<file path="src/rtl/systolic_pkg.sv">
// Shared types and sizing for the 4x4 systolic array job controller.
package systolic_pkg;

    localparam int N           = 4;
    localparam int W           = 8;
    localparam int FEED_CYCLES = 3 * N - 2;
    localparam int CNT_W       = $clog2(FEED_CYCLES);

    typedef enum logic [2:0] {
        IDLE,
        CLEAR,
        FEED,
        CAPTURE,
        DONE
    } state_t;

    typedef logic [N-1:0][W-1:0]         vector_t;
    typedef logic [N-1:0][N-1:0][W-1:0]  matrix_t;
    typedef logic [CNT_W-1:0]            count_t;

endpackage

</file>
<file path="src/rtl/systolic_skew_feeder.sv">
// Holds the accepted A/B operands and presents them to the array edges with
// the diagonal skew: row i and column j lag the feed counter by i (resp. j).
module systolic_skew_feeder
    import systolic_pkg::*;
(
    input  logic    i_clk,
    input  logic    i_arst_n,
    input  logic    i_load,
    input  matrix_t i_a,
    input  matrix_t i_b,
    input  logic    i_feed_active,
    input  count_t  i_t,
    output vector_t o_row,
    output vector_t o_col
);

    matrix_t a_p0;
    matrix_t b_p0;

    always_ff @(posedge i_clk or negedge i_arst_n) begin
        if (!i_arst_n) begin
            a_p0 <= '0;
            b_p0 <= '0;
        end else if (i_load) begin
            a_p0 <= i_a;
            b_p0 <= i_b;
        end
    end

    // Element k of row/column i reaches the edge at t = i + k; past 2N-2 no
    // pair matches, so the drain cycles come out as zeros.
    always_comb begin
        o_row = '0;
        o_col = '0;
        if (i_feed_active) begin
            for (int i = 0; i < N; i++) begin
                for (int k = 0; k < N; k++) begin
                    if (int'(i_t) == i + k) begin
                        o_row[i] = a_p0[i][k];
                        o_col[i] = b_p0[k][i];
                    end
                end
            end
        end
    end

endmodule

</file>
<file path="src/rtl/systolic_job_controller.sv">
// Job sequencer for the systolic multiplier: accept, clear, skewed feed,
// result capture and hold until the downstream handshake.
module systolic_job_controller
    import systolic_pkg::*;
(
    input  logic    i_clk,
    input  logic    i_arst_n,
    input  matrix_t i_a,
    input  matrix_t i_b,
    input  logic    i_validInput,
    output logic    o_readyInput,
    output logic    o_peClear,
    output logic    o_peEnable,
    output vector_t o_rowIn,
    output vector_t o_colIn,
    input  matrix_t i_peResult,
    output matrix_t o_c,
    output logic    o_validResult,
    input  logic    i_readyResult,
    output logic    o_busy
);

    state_t state;
    state_t state_nxt;
    count_t cnt;
    logic   cnt_last;
    logic   accept;
    logic   feed_active;
    logic   capture;

    assign cnt_last = (cnt == count_t'(FEED_CYCLES - 1));
    assign o_busy   = (state != IDLE);

    always_ff @(posedge i_clk or negedge i_arst_n) begin
        if (!i_arst_n) begin
            state <= IDLE;
            cnt   <= '0;
            o_c   <= '0;
        end else begin
            state <= state_nxt;
            if (state == FEED && !cnt_last) begin
                cnt <= cnt + 1'b1;
            end else begin
                cnt <= '0;
            end
            if (capture) begin
                o_c <= i_peResult;
            end
        end
    end

    always_comb begin
        state_nxt     = state;
        o_readyInput  = 1'b0;
        o_peClear     = 1'b0;
        o_peEnable    = 1'b0;
        o_validResult = 1'b0;
        accept        = 1'b0;
        feed_active   = 1'b0;
        capture       = 1'b0;
        case (state)
            IDLE: begin
                o_readyInput = 1'b1;
                if (i_validInput) begin
                    accept    = 1'b1;
                    state_nxt = CLEAR;
                end
            end
            CLEAR: begin
                o_peClear = 1'b1;
                state_nxt = FEED;
            end
            FEED: begin
                o_peEnable  = 1'b1;
                feed_active = 1'b1;
                if (cnt_last) begin
                    state_nxt = CAPTURE;
                end
            end
            CAPTURE: begin
                capture   = 1'b1;
                state_nxt = DONE;
            end
            DONE: begin
                o_validResult = 1'b1;
                if (i_readyResult) begin
                    state_nxt = IDLE;
                end
            end
            default: state_nxt = IDLE;
        endcase
    end

    systolic_skew_feeder u_feeder (
        .i_clk         (i_clk),
        .i_arst_n      (i_arst_n),
        .i_load        (accept),
        .i_a           (i_a),
        .i_b           (i_b),
        .i_feed_active (feed_active),
        .i_t           (cnt),
        .o_row         (o_rowIn),
        .o_col         (o_colIn)
    );

endmodule

</file>
<file path="config.mk">
export PLATFORM = sky130hd
export DESIGN_NAME = systolic_job_controller
export DESIGN_NICKNAME = d
export VERILOG_FILES = /design/src/rtl/systolic_pkg.sv /design/src/rtl/systolic_skew_feeder.sv /design/src/rtl/systolic_job_controller.sv
export SDC_FILE = /design/constraint.sdc
export NUM_CORES = 1
export LEC_CHECK = 0
export BUFFER_PORTS_ARGS = -buffer_cell sky130_fd_sc_hd__buf_2
export CORE_AREA = 2 2 228 230
export CTS_CLUSTER_SIZE = 12
export DETAILED_ROUTE_END_ITERATION = 10
export DIE_AREA = 0 0 230 232
export PLACE_DENSITY_LB_ADDON = 0.08
export SETUP_SLACK_MARGIN = 0.05
export SLEW_MARGIN = 30
export SYNTH_ARGS = -nofsm -noshare
export SYNTH_HDL_FRONTEND = slang
export SYNTH_SLANG_ARGS = --single-unit
</file>
<file path="constraint.sdc">
create_clock -name i_clk -period 7 [get_ports i_clk]
set_clock_uncertainty 0.2 [all_clocks]
set_input_delay 2.1 -clock i_clk [delete_from_list [all_inputs] [get_ports i_clk]]
set_output_delay 2.1 -clock i_clk [all_outputs]
set_load 0.05 [all_outputs]
</file>
After elaboration in Yosys (flattened, before gate mapping)

Index checks and enable logic that the tools add are counted.

Register bits: 391
Bits in latches: 0
RAM bits: 0
ROM bits: 0
Bits of input ports: 388
Output and inout port bits: 197
Word-level logic and storage cells: 117
Memories: 0

Add/subtract/negate cells: 1
Multipliers: 0
Div/mod/pow operators: 0
$lt $le $gt $ge: 0
Equality and inequality tests: 14
Shifts and indexed selects: 0
Muxes and demuxes: 46
Bitwise logic cells: 0
Reduce and logical (&&, ||, !) cells: 6

Operator list:

| kind                                                             | count |
|---|---|
| 8-bit two-way mux                                                | 32 |
| 32-bit two-way mux                                               | 2 |
| 4-bit == test (second input constant)                            | 4 |
| 3-bit case mux with 5 select lines                               | 1 |
| 3-bit two-way mux                                                | 3 |
| 4-bit by 3-bit == test with 1-bit output (second input constant) | 2 |
| 1-bit two-way mux                                                | 7 |
| 3-bit by 2-bit == test with 1-bit output (second input constant) | 2 |
| 2-bit inequality test (second input constant)                    | 3 |
| 4-bit by 1-bit adder with 4-bit output (second input constant)   | 1 |
| 4-bit by 2-bit == test with 1-bit output (second input constant) | 1 |
| 4-bit zero test                                                  | 1 |
| 4-bit two-way mux                                                | 1 |
| 3-bit by 1-bit == test with 1-bit output (second input constant) | 1 |
| 3-bit == test (second input constant)                            | 1 |
| 3-bit zero test                                                  | 1 |
| 3-bit AND reduction                                              | 1 |
| 3-bit nonzero test                                               | 1 |
| 1-bit logical AND                                                | 1 |
| 1-bit zero test                                                  | 1 |

Logic depth before layout (Yosys ltp)

Gate-level depths: netlist (run 1).

Word-level depth: 6
Depth in mapped cells: 8
Mapped depth without buffers: 5

Hierarchy

From an unflattened synthesis (run 1), not the netlist that was laid out.

Cells, all modules: 1,168
Area total of the unflattened synthesis: 16,913.7 um2

Modules (own cells, without submodules):

| module                  | instances | cells each | area each (um2) | seq. area each (um2) |
|---|---|---|---|---|
| systolic_skew_feeder    | 1         | 866        | 11,772.5        | 6,406.1 |
| systolic_job_controller | 1         | 302        | 5,141.2         | 3,378.2 |

Worst setup path after synthesis (run 1)

No wires, ideal clock.

Kind: flip-flop to output port
Start: register cnt[0]
End: output o_rowIn[16] in the netlist's numbering
Arrival time: 2.558 ns
Required time: 4.700 ns
Path slack: 2.142 ns
Stages on the path, launching flop included: 8
Buffers on the path: 2
Cells stage by stage: dfrtp_1 -> inv_1 -> ha_1 -> clkbuf_1 -> buf_2 -> nand2_1 -> a21o_1 -> a221oi_1

RTL lines:

| what                     | RTL line                      | source |
|---|---|---|
| start: declaration       | systolic_job_controller.sv:25 | `count_t cnt;` |
| start signal: assignment | systolic_job_controller.sv:42 | `cnt <= cnt + 1'b1;` |
| end: declaration         | systolic_job_controller.sv:14 | `output vector_t o_rowIn,` |

==> summary.txt, run 1 <==
Area Growth Syn to Fin = 28.1%
First-pass GRT wire length = 86100 microns
Clk buf depth = 3
# hold bufs at CTS = 0
Final Util = 43.8%
Initial DRC count = 662
Worst vdd ir = 0.363 mV
Max-slew violations = 0
Setup Viol. Count Final = 0
Hold Crit Depth = 1
Final antenna-violating net count = 0
Critical Path Stages = 6
Clock transition at path regs = 60 ps
Mapped Area = 17400 sq um
First-pass DRT Iterations = 5
Post-cts sizing count = 0
Final WL = 57200 microns
DRC = 0
Post-synth net total = 1684
Crit path kind = reg2out
Die Ht = 232 microns
WP data required = 4700 ps
Initial Util = 34.2%
HPWL Detailed = 40400 microns
P per Cell Area = 513 nW/um^2
Initial antenna violation count = 27
Synth Instances = 1292
TritonCTS Buffers = 47
Die ar. = 53400 sq um
Slew margin rel. = 28.0%
CTS tree = yes
Crit path max fanout = 59
Post-Route Setup TNS = 0 ps
Rows = 83
CTS root buf = clkbuf_16
IO Pins = 585
Post-CTS setup repair buffer count = 0
CP max stage cell = nor4b_4
Synthesis-stage register bit count = 391
I/O Buffers = 584
Final #Nets = 2223
H-tree levels = 2
Endpoint class of the critical path = primary output
Worst path bufs/invs = 2
Tightest Hold Check Type = reg2reg
Layout cells sized above 1 = 58.1%
Pin count of the biggest net entering global routing = 163
R2R depth = 5
Final Hold Vio Count = 0
Arrival time worst endpoint = 3600 ps
Synth warn = 0
Post-synth cell types = 40
Global Route Usage Sum = 21.1%
Tmin final = 5900 ps
Cell total after placement = 2461
CP delay by family, top = simple AND/OR/NAND/NOR gates
Non-Filler Instances = 2556
Syn avg cell area = 13.5 sq um
Max Clock Freq = 169 MHz
Maxcap violations = 0
Seq/Total Area, Yosys = 56.2%
Via-per-instance ratio = 5.03
Tightest Pin Transition = 1080 ps
Die W = 230 microns
Setup crit start kind = flip-flop
Clk sinks = 391
Final period util = 84.3%
Status = completed
Unrepaired setup endpoints after global routing = false
Vias in the first global route = 13900
Avg WL per Cell = 22.4 microns
CP cell instances = inv_1 -> ha_4 -> nor4b_4 -> a22oi_1 -> a221oi_1 -> buf_2
Vias = 12900
Clock latency on the worst-skew pair = 580 ps
RD Place Congestion = 0.793
LEAKAGE = 10.2 nW
Grt total ovfl = 0
Slowest stage delay, CP = 730 ps
Core footprint = 50900 sq um
[sequential cells by signal (all words and copies together) (netlist names)]
| signal | flops |
|---|---|
| o_c | 128 |
| u_feeder.a_p0 | 128 |
| cnt | 4 |
| u_feeder.b_p0 | 128 |
| state | 3 |
[layout make-up]
type,instances,area (sq um)
inverter,8,30.0
clock inverter,10,67.6
sequential,391,9790
fill,4925,28600
clock buffer,71,1420
antenna,13,32.5
multi-input combinational,785,6990
timing repair buffer,598,3100
tap,680,851
[synth_stat cells (all sizes together)]
cell type | number | share of area [%]
dfrtp | 391 | 56
mux2 | 384 | 25
a21oi | 90 | 2.6
buf | 71 | 2.8
nand3b | 50 | 2.2
nor2 | 41 | 0.88
o221a | 39 | 2.5
clkbuf | 37 | 0.81
nand2 | 35 | 0.76
nor3 | 18 | 0.58
nand3 | 17 | 0.49
a211o | 16 | 0.81
a32oi | 16 | 0.81
o22ai | 16 | 0.58
nand2b | 12 | 0.47
a21o | 9 | 0.39
a221oi | 8 | 0.40
a22oi | 8 | 0.35
inv | 6 | 0.13
ha | 4 | 0.29
o21ai | 4 | 0.12
or3 | 3 | 0.11
a21boi | 2 | 0.086
and3 | 2 | 0.072
and3b | 2 | 0.10
clkinv | 2 | 0.043
nor4b | 2 | 0.27
or2 | 2 | 0.072
nand4b | 1 | 0.050
nor2b | 1 | 0.036
nor3b | 1 | 0.043
o22a | 1 | 0.050
or3b | 1 | 0.050
[final timing paths]
| check | endpoint | slack [ps] | from |
|---|---|---|---|
| min in group asynchronous | u_feeder.a_p0[124]$_DFFE_PN0P_ | 1410 | i_arst_n |
| setup / recovery | o_rowIn[21] | 1100 | cnt[0]$_DFF_PN0_ |
| setup reg to reg | u_feeder.b_p0[36]$_DFFE_PN0P_ | 4210 | state[1]$_DFFE_PN0P_ |
| hold / removal | u_feeder.b_p0[7]$_DFFE_PN0P_ | 280 | u_feeder.b_p0[7]$_DFFE_PN0P_ |
| max in group asynchronous | o_c[74]$_DFFE_PN0P_ | 3880 | i_arst_n |
| hold reg to reg | u_feeder.b_p0[7]$_DFFE_PN0P_ | 280 | u_feeder.b_p0[7]$_DFFE_PN0P_ |
[metrics by stage]
step	hold slack [ps]	area [sq um]	total power [mW]	setup WS, ps
global route	303	22300	12.1	857
global placement	271	20700	9.05	1680
detailed placement	277	20700	9.13	1670
finish	285	22300	11.4	1100
floorplan	248	17400	7.87	2140
CTS	290	22200	11.5	1030
[kinds of logic (layout without fill, tap and decap cells)]
kind of cell / after synthesis / after routing / synth area share [%]
buf+inv: 116 / 687 / 3.77
fa+ha+maj: 4 / 4 / 0.288
flops: 391 / 391 / 56.2
other cells: 0 / 13 / 0
mux: 384 / 384 / 24.9
compound gates: 209 / 209 / 8.69
simple gates: 188 / 188 / 6.15
[power breakdown]
part	leakage [nW]	internal [mW]	switching (mW)
logic	4.87	1.88	3.13
registers	4.58	3.43	0.609
clock network	0.736	1.39	0.976
total	10.2	6.70	4.72
[per-layer routing]
metal / track usage [%] / part of all wire (%)
met4: 5.14 / 1.9
met2: 36.4 / 50
met1: 25.7 / 41
met5: 0 / 0.28
met3: 6.43 / 7.3
[layout by cell type (no fill, tap or decap), types with 3 or more instances in the layout]
| master | n |
|---|---|
| buf_12 | 3 |
| a221oi_1 | 8 |
| mux2_1 | 23 |
| o21ai_0 | 4 |
| clkbuf_16 | 48 |
| nor3_1 | 17 |
| mux2_2 | 361 |
| a211o_1 | 16 |
| buf_4 | 8 |
| dfrtp_1 | 390 |
| a22oi_1 | 8 |
| clkbuf_8 | 13 |
| buf_2 | 583 |
| nand2_1 | 35 |
| o22ai_1 | 16 |
| a21oi_1 | 90 |
| a32oi_1 | 16 |
| diode_2 | 13 |
| nand3_1 | 17 |
| o221a_2 | 39 |
| nor2_1 | 41 |
| inv_1 | 6 |
| a21o_1 | 9 |
| nand2b_1 | 11 |
| or3_1 | 3 |
| clkbuf_1 | 10 |
| nand3b_1 | 50 |
| clkinv_2 | 7 |
No activity file was read; power rests on OpenSTA's default activity.
==> run 2, diff against run 1 <==
CORE_AREA = 2 2 231 233   (was 2 2 228 230)
DIE_AREA = 0 0 233 235   (was 0 0 230 232)
clock period = 5.8 ns   (was 7 ns; I/O delays follow)
==> run 2 against run 1 <==
- wire length fell by 1.1%
- total power rose by 21%
- critical path type unchanged
- via count fell by 1.0%
- largest cell class unchanged
- sequential share of layout area fell by 0.15 points
- count of clock-buffer cells in the layout rose by 5
==> summary.txt, run 2 (synthesis results as in run 1) <==
Status = completed
Avg WL per Cell = 22.1 microns
Max-slew violations = 0
Worst vdd ir = 0.358 mV
Initial Util = 33.3%
Die Ht = 235 microns
I/O Buffers = 584
# hold bufs at CTS = 0
Setup crit start kind = flip-flop
Initial antenna violation count = 24
Final #Nets = 2223
Worst Setup SP = cnt[3]$_DFF_PN0_
Clk buf depth = 3
CTS root buf = clkbuf_16
Endpoint class of the critical path = primary output
Tightest Pin Transition = 1050 ps
WP data required = 3860 ps
Maxcap violations = 0
Unrepaired setup endpoints after global routing = false
Die ar. = 54800 sq um
Vias in the first global route = 13400
Crit path max fanout = 22
Final period util = 94.8%
Slowest stage delay, CP = 820 ps
Clock transition at path regs = 60 ps
Reg2reg start = cnt[1]$_DFF_PN0_
Post-Route Setup TNS = 0 ps
CP cell instances = inv_1 -> nand3_1 -> o221a_2 -> buf_2
Rows = 84
DRC = 0
Biggest regs = o_c (128), u_feeder.a_p0 (128), u_feeder.b_p0 (128)
Core footprint = 52200 sq um
Clock latency on the worst-skew pair = 570 ps
CTS tree = yes
Pin count of the biggest net entering global routing = 152
HPWL Detailed = 40200 microns
RD Place Congestion = 0.802
FF+latch area = 9790 sq um
Area of the multi-input gates = 6990 sq um
Tmin final = 5500 ps
Max Clock Freq = 182 MHz
Layout cells sized above 1 = 58.1%
Slew margin rel. = 29.7%
Final WL = 56600 microns
Most frequent cells in the layout = buf_2, dfrtp_1, mux2_2, a21oi_1, nand3b_1
Setup slack after layout = 299 ps
Cell total after placement = 2469
Fill count = 4960
First-pass GRT wire length = 85200 microns
Final Hold Vio Count = 0
Non-Filler Instances = 2567
Crit path kind = reg2out
Setup Viol. Count Final = 0
CP max stage cell = nand3_1
FF-to-FF End = cnt[0]$_DFF_PN0_
Grt total ovfl = 0
Vias = 12700
Initial DRC count = 678
Commonest non-fill, non-tap cell in the layout = buf_2
R2R depth = 6
WHS Endpoint = u_feeder.b_p0[47]$_DFFE_PN0P_
Final Util = 42.8%
Global Route Usage Sum = 20.4%
Arrival time worst endpoint = 3560 ps
Post-CTS setup repair buffer count = 0
Post-cts sizing count = 0
R2R Setup Slk = 2780 ps
TritonCTS Buffers = 47
Via-per-instance ratio = 4.96
H-tree levels = 2
P per Cell Area = 620 nW/um^2
IO Pins = 585
Hold Crit Depth = 1
Hold_sp = u_feeder.b_p0[47]$_DFFE_PN0P_
Final antenna-violating net count = 0
First-pass DRT Iterations = 5
Clk sinks = 391
LEAKAGE = 10.2 nW
Pre-CTS setup slack = 897 ps
Area Growth Syn to Fin = 28.5%
Tightest Hold Check Type = reg2reg
Die W = 233 microns
[run 2: cell count changes in the layout (fill, tap and decap cells not counted), moves of 2 or more]
cell,previous run,this run
diode_2,13,10
buf_6,2,0
buf_12,3,6
clkbuf_8,13,15
clkbuf_1,10,13
[run 2: metal layers]
metal  track usage [%]  part of all wire (%)
met4              5.48                   1.9
met3              5.68                   7.2
met5                 0                  0.23
met1              25.7                    41
met2              34.2                    49
[run 2: report_power, final]
group / internal [mW] / switching [mW]
Combinational: 2.26 / 3.79
Clock: 1.76 / 1.18
Sequential: 4.14 / 0.741
[run 2: how the worst max path moves through the flow]
stage                     slack [ps]          end
after floorplan                 1300  o_rowIn[16]
after global placement           950  o_rowIn[25]
after detailed placement         900  o_rowIn[26]
after CTS                        280  o_rowIn[26]
after global routing              90  o_rowIn[25]
final                            300  o_rowIn[26]
[run 2: area by class of cell]
type / count / share of cell area, %
Tap cell: 688 / 3.85
Timing Repair Buffer: 598 / 13.9
Clock buffer: 76 / 6.51
Antenna cell: 10 / 0.112
Inverter: 8 / 0.134
Clock inverter: 11 / 0.425
Multi-Input combinational cell: 785 / 31.3
Sequential cell: 391 / 43.8
[run 2: worst max-delay path, delay by kind of cell (launching register included)]
kind	cells	cell delay, ps
and+or+nand+nor	1	820
AOI/OAI and AO/OA	1	580
buffers and inverters	2	910
DFF	1	670
[run 2: through the flow]
stage	total power [mW]	area [sq um]	hold slack (ps)
after CTS	14.0	22300	290
after global placement	10.9	20800	268
after global routing	14.6	22300	305
after floorplan	9.50	17400	248
after detailed placement	11.0	20800	277
final	13.9	22400	288
==> run 3, diff against run 2 <==
ABC_AREA = 1   (was not set)
CORE_AREA = 2 2 229 231   (was 2 2 231 233)
CTS_BUF_LIST = sky130_fd_sc_hd__clkbuf_8   (was not set)
DIE_AREA = 0 0 231 233   (was 0 0 233 235)
==> run 3 against run 2 <==
- combinational power fell by 3%
- critical path type unchanged
- worst setup slack better by 370 ps
- flip-flop and latch count unchanged
- highest routed layer unchanged
- critical path depth increased by 5
- synthesized area is 0.44% higher
- maximum frequency rose by 7.1%
- count of clock-buffer cells in the layout rose by 16
==> summary.txt, run 3 <==
Via-per-instance ratio = 4.88
IO Pins = 585
Unrepaired setup endpoints after global routing = false
FFs w/ async S/R, synth = 100%
Post-CTS setup repair buffer count = 0
Vias in the first global route = 15900
Rows = 83
Initial Util = 34.2%
Final period util = 88.5%
Worst Setup SP = cnt[0]$_DFF_PN0_
Commonest non-fill, non-tap cell in the layout = nand2_1
First-pass DRT Iterations = 5
Overall power = 13.2 mW
Sw Pwr = 6.17 mW
CTS tree = yes
H-tree levels = 3
Die Ht = 233 microns
Vias = 15800
Maxcap violations = 0
FF-to-FF End = u_feeder.a_p0[35]$_DFFE_PN0P_
I/O Buffers = 584
Max-slew violations = 0
Final antenna-violating net count = 0
Tightest Hold Check Type = reg2reg
Placed Area = 21000 sq um
Prevailing post-synth register cell = dfrtp_1
Hold_sp = u_feeder.b_p0[102]$_DFFE_PN0P_
Most frequent cells in the layout = nand2_1, buf_2, dfrtp_1, nand3_1, mux2_1
Initial antenna violation count = 21
Synth warn = 0
Synth Instances = 1945
Grt total ovfl = 0
TritonCTS Buffers = 72
Die W = 231 microns
Post-Route Setup TNS = 0 ps
EDFF count, synth = 0
R2R depth = 8
Slew margin rel. = 37.2%
Tightest Pin Transition = 939 ps
Reg power frac = 35.7%
HPWL Detailed = 46400 microns
Clk sinks = 391
Cell taking the most area after synthesis = dfrtp_1
Top post-synthesis cells by count = nand2_1, dfrtp_1, nand3_1
Pin count of the biggest net entering global routing = 204
Global Route Usage Sum = 23.8%
Slowest stage delay, CP = 420 ps
Area Growth Syn to Fin = 28.7%
Endpoint class of the critical path = primary output
Clk buf depth = 3
First-pass GRT wire length = 97200 microns
Pre-CTS setup slack = 1300 ps
Most frequent cell after synthesis = nand2_1
Mapped Area = 17500 sq um
Largest cells by area after synthesis = dfrtp_1, nand2_1, nand3_1, mux2_1, a21oi_1
Setup Viol. Count Final = 0
CP cell instances = inv_1 -> ha_1 -> nand3_2 -> buf_4 -> nand2_1 -> buf_4 -> a21oi_1 -> a21oi_1 -> buf_2
Crit path max fanout = 18
DRC = 0
Synthesis-stage register bit count = 391
Setup crit start kind = flip-flop
Final WL = 65000 microns
Biggest regs = o_c (128), u_feeder.a_p0 (128), u_feeder.b_p0 (128)
# hold bufs at CTS = 0
Post-synth net total = 2337
P per Cell Area = 589 nW/um^2
Post-synth cell types = 27
Fill count = 5242
R2R Setup Slk = 2390 ps
CP max stage cell = dfrtp_1
RD Place Congestion = 0.845
CTS root buf = clkbuf_8
Setup slack after layout = 666 ps
Crit path kind = reg2out
Core footprint = 51100 sq um
WP data required = 3860 ps
Synth top area share = 56.0%
LEAKAGE = 11.9 nW
Arrival time worst endpoint = 3190 ps
Power share of the combinational group = 44.4%
Seq/Total Area, Yosys = 56.0%
Clock network power share = 19.9%
Post-cts sizing count = 0
Die ar. = 53800 sq um
Avg WL per Cell = 20.1 microns
Syn avg cell area = 8.98 sq um
Status = completed
Internal power = 7.07 mW
Critical Path Sink = o_rowIn[11]
Final Hold Vio Count = 0
Max Clock Freq = 195 MHz
Reg2reg start = state[0]$_DFFE_PN0P_
Worst vdd ir = 0.377 mV
Final Cell Area = 22500 sq um
Clock latency on the worst-skew pair = 630 ps
Final #Nets = 2881
Clock transition at path regs = 50 ps
Layout cells sized above 1 = 31.0%
Initial DRC count = 1175
Tmin final = 5130 ps
Switching Fraction = 46.6%
## run 3: cell types whose count changed in the layout (fill, tap and decap cells not counted), sizes merged, moves of 39 or more
cell	change
o221a	-39
mux2	-256
o21ai	+69
or2	+39
nand3	+235
nand2	+625
nand3b	-50
inv	+60
nor2	+44
## run 3: per-stage QoR
stage	utilization [%]	instances	hold WS (ps)
6_report	44.0	3233	264
5_1_grt	44.0	3224	283
4_1_cts	43.9	3222	266
3_5_place_dp	41.1	3094	252
3_3_place_gp	41.1	3094	247
2_1_floorplan	-	1945	234
## run 3: how the worst min path moves through the flow
stage	end	slack [ps]	cells past startpoint
after floorplan	u_feeder.a_p0[48]$_DFFE_PN0P_	230	2
after global placement	u_feeder.a_p0[60]$_DFFE_PN0P_	250	2
after detailed placement	u_feeder.b_p0[79]$_DFFE_PN0P_	250	2
after CTS	u_feeder.b_p0[79]$_DFFE_PN0P_	270	2
after global routing	u_feeder.a_p0[95]$_DFFE_PN0P_	280	2
final	u_feeder.b_p0[102]$_DFFE_PN0P_	260	2
## run 3: area by class of cell
cell class                      instances  area (sq um)  area share, %
Sequential cell                       391          9780           43.5
Multi-Input combinational cell       1370          6920           30.8
Timing Repair Buffer                  611          3310           14.7
Clock buffer                           92          1270           5.63
Tap cell                              680           851           3.78
Clock inverter                         36           173          0.768
Inverter                               43           161          0.718
Antenna cell                           10          25.0          0.111
## run 3: critical path: cells and delay by family (launching register included)
| family | cells | cell delay (ps) |
|---|---|---|
| buf+inv | 4 | 1080 |
| simple gates | 2 | 600 |
| compound gates | 2 | 240 |
| fa+ha+maj | 1 | 200 |
| flops | 1 | 420 |
## run 3: power by group through the flow
stage,Combinational [mW],Clock [mW],Sequential [mW]
2_1_floorplan,2.71,0,6.24
3_3_place_gp,5.90,0,4.74
3_5_place_dp,5.96,0,4.76
4_1_cts,5.97,2.72,4.73
5_1_grt,6.40,2.86,4.88
6_report,5.87,2.64,4.73
## run 3: kinds of logic after synthesis
logic type	after synthesis	synth area share [%]
AND/OR/NAND/NOR	1064	25.9
flip-flops	391	56.0
buffers and inverters	184	4.55
AO/OA/AOI/OAI	173	4.97
multiplexers	128	8.25
adder cells (fa/ha/maj)	4	0.286
XOR/XNOR	1	0.0501
## run 3: metal layers
metal  GRT usage [%]  share of wire [%]  up-vias
li1                -                  -     7462
met5               0               0.17        -
met3            5.05                6.2       95
met4            7.14                2.1       16
met1            29.0                 40     7698
met2            42.2                 51      504
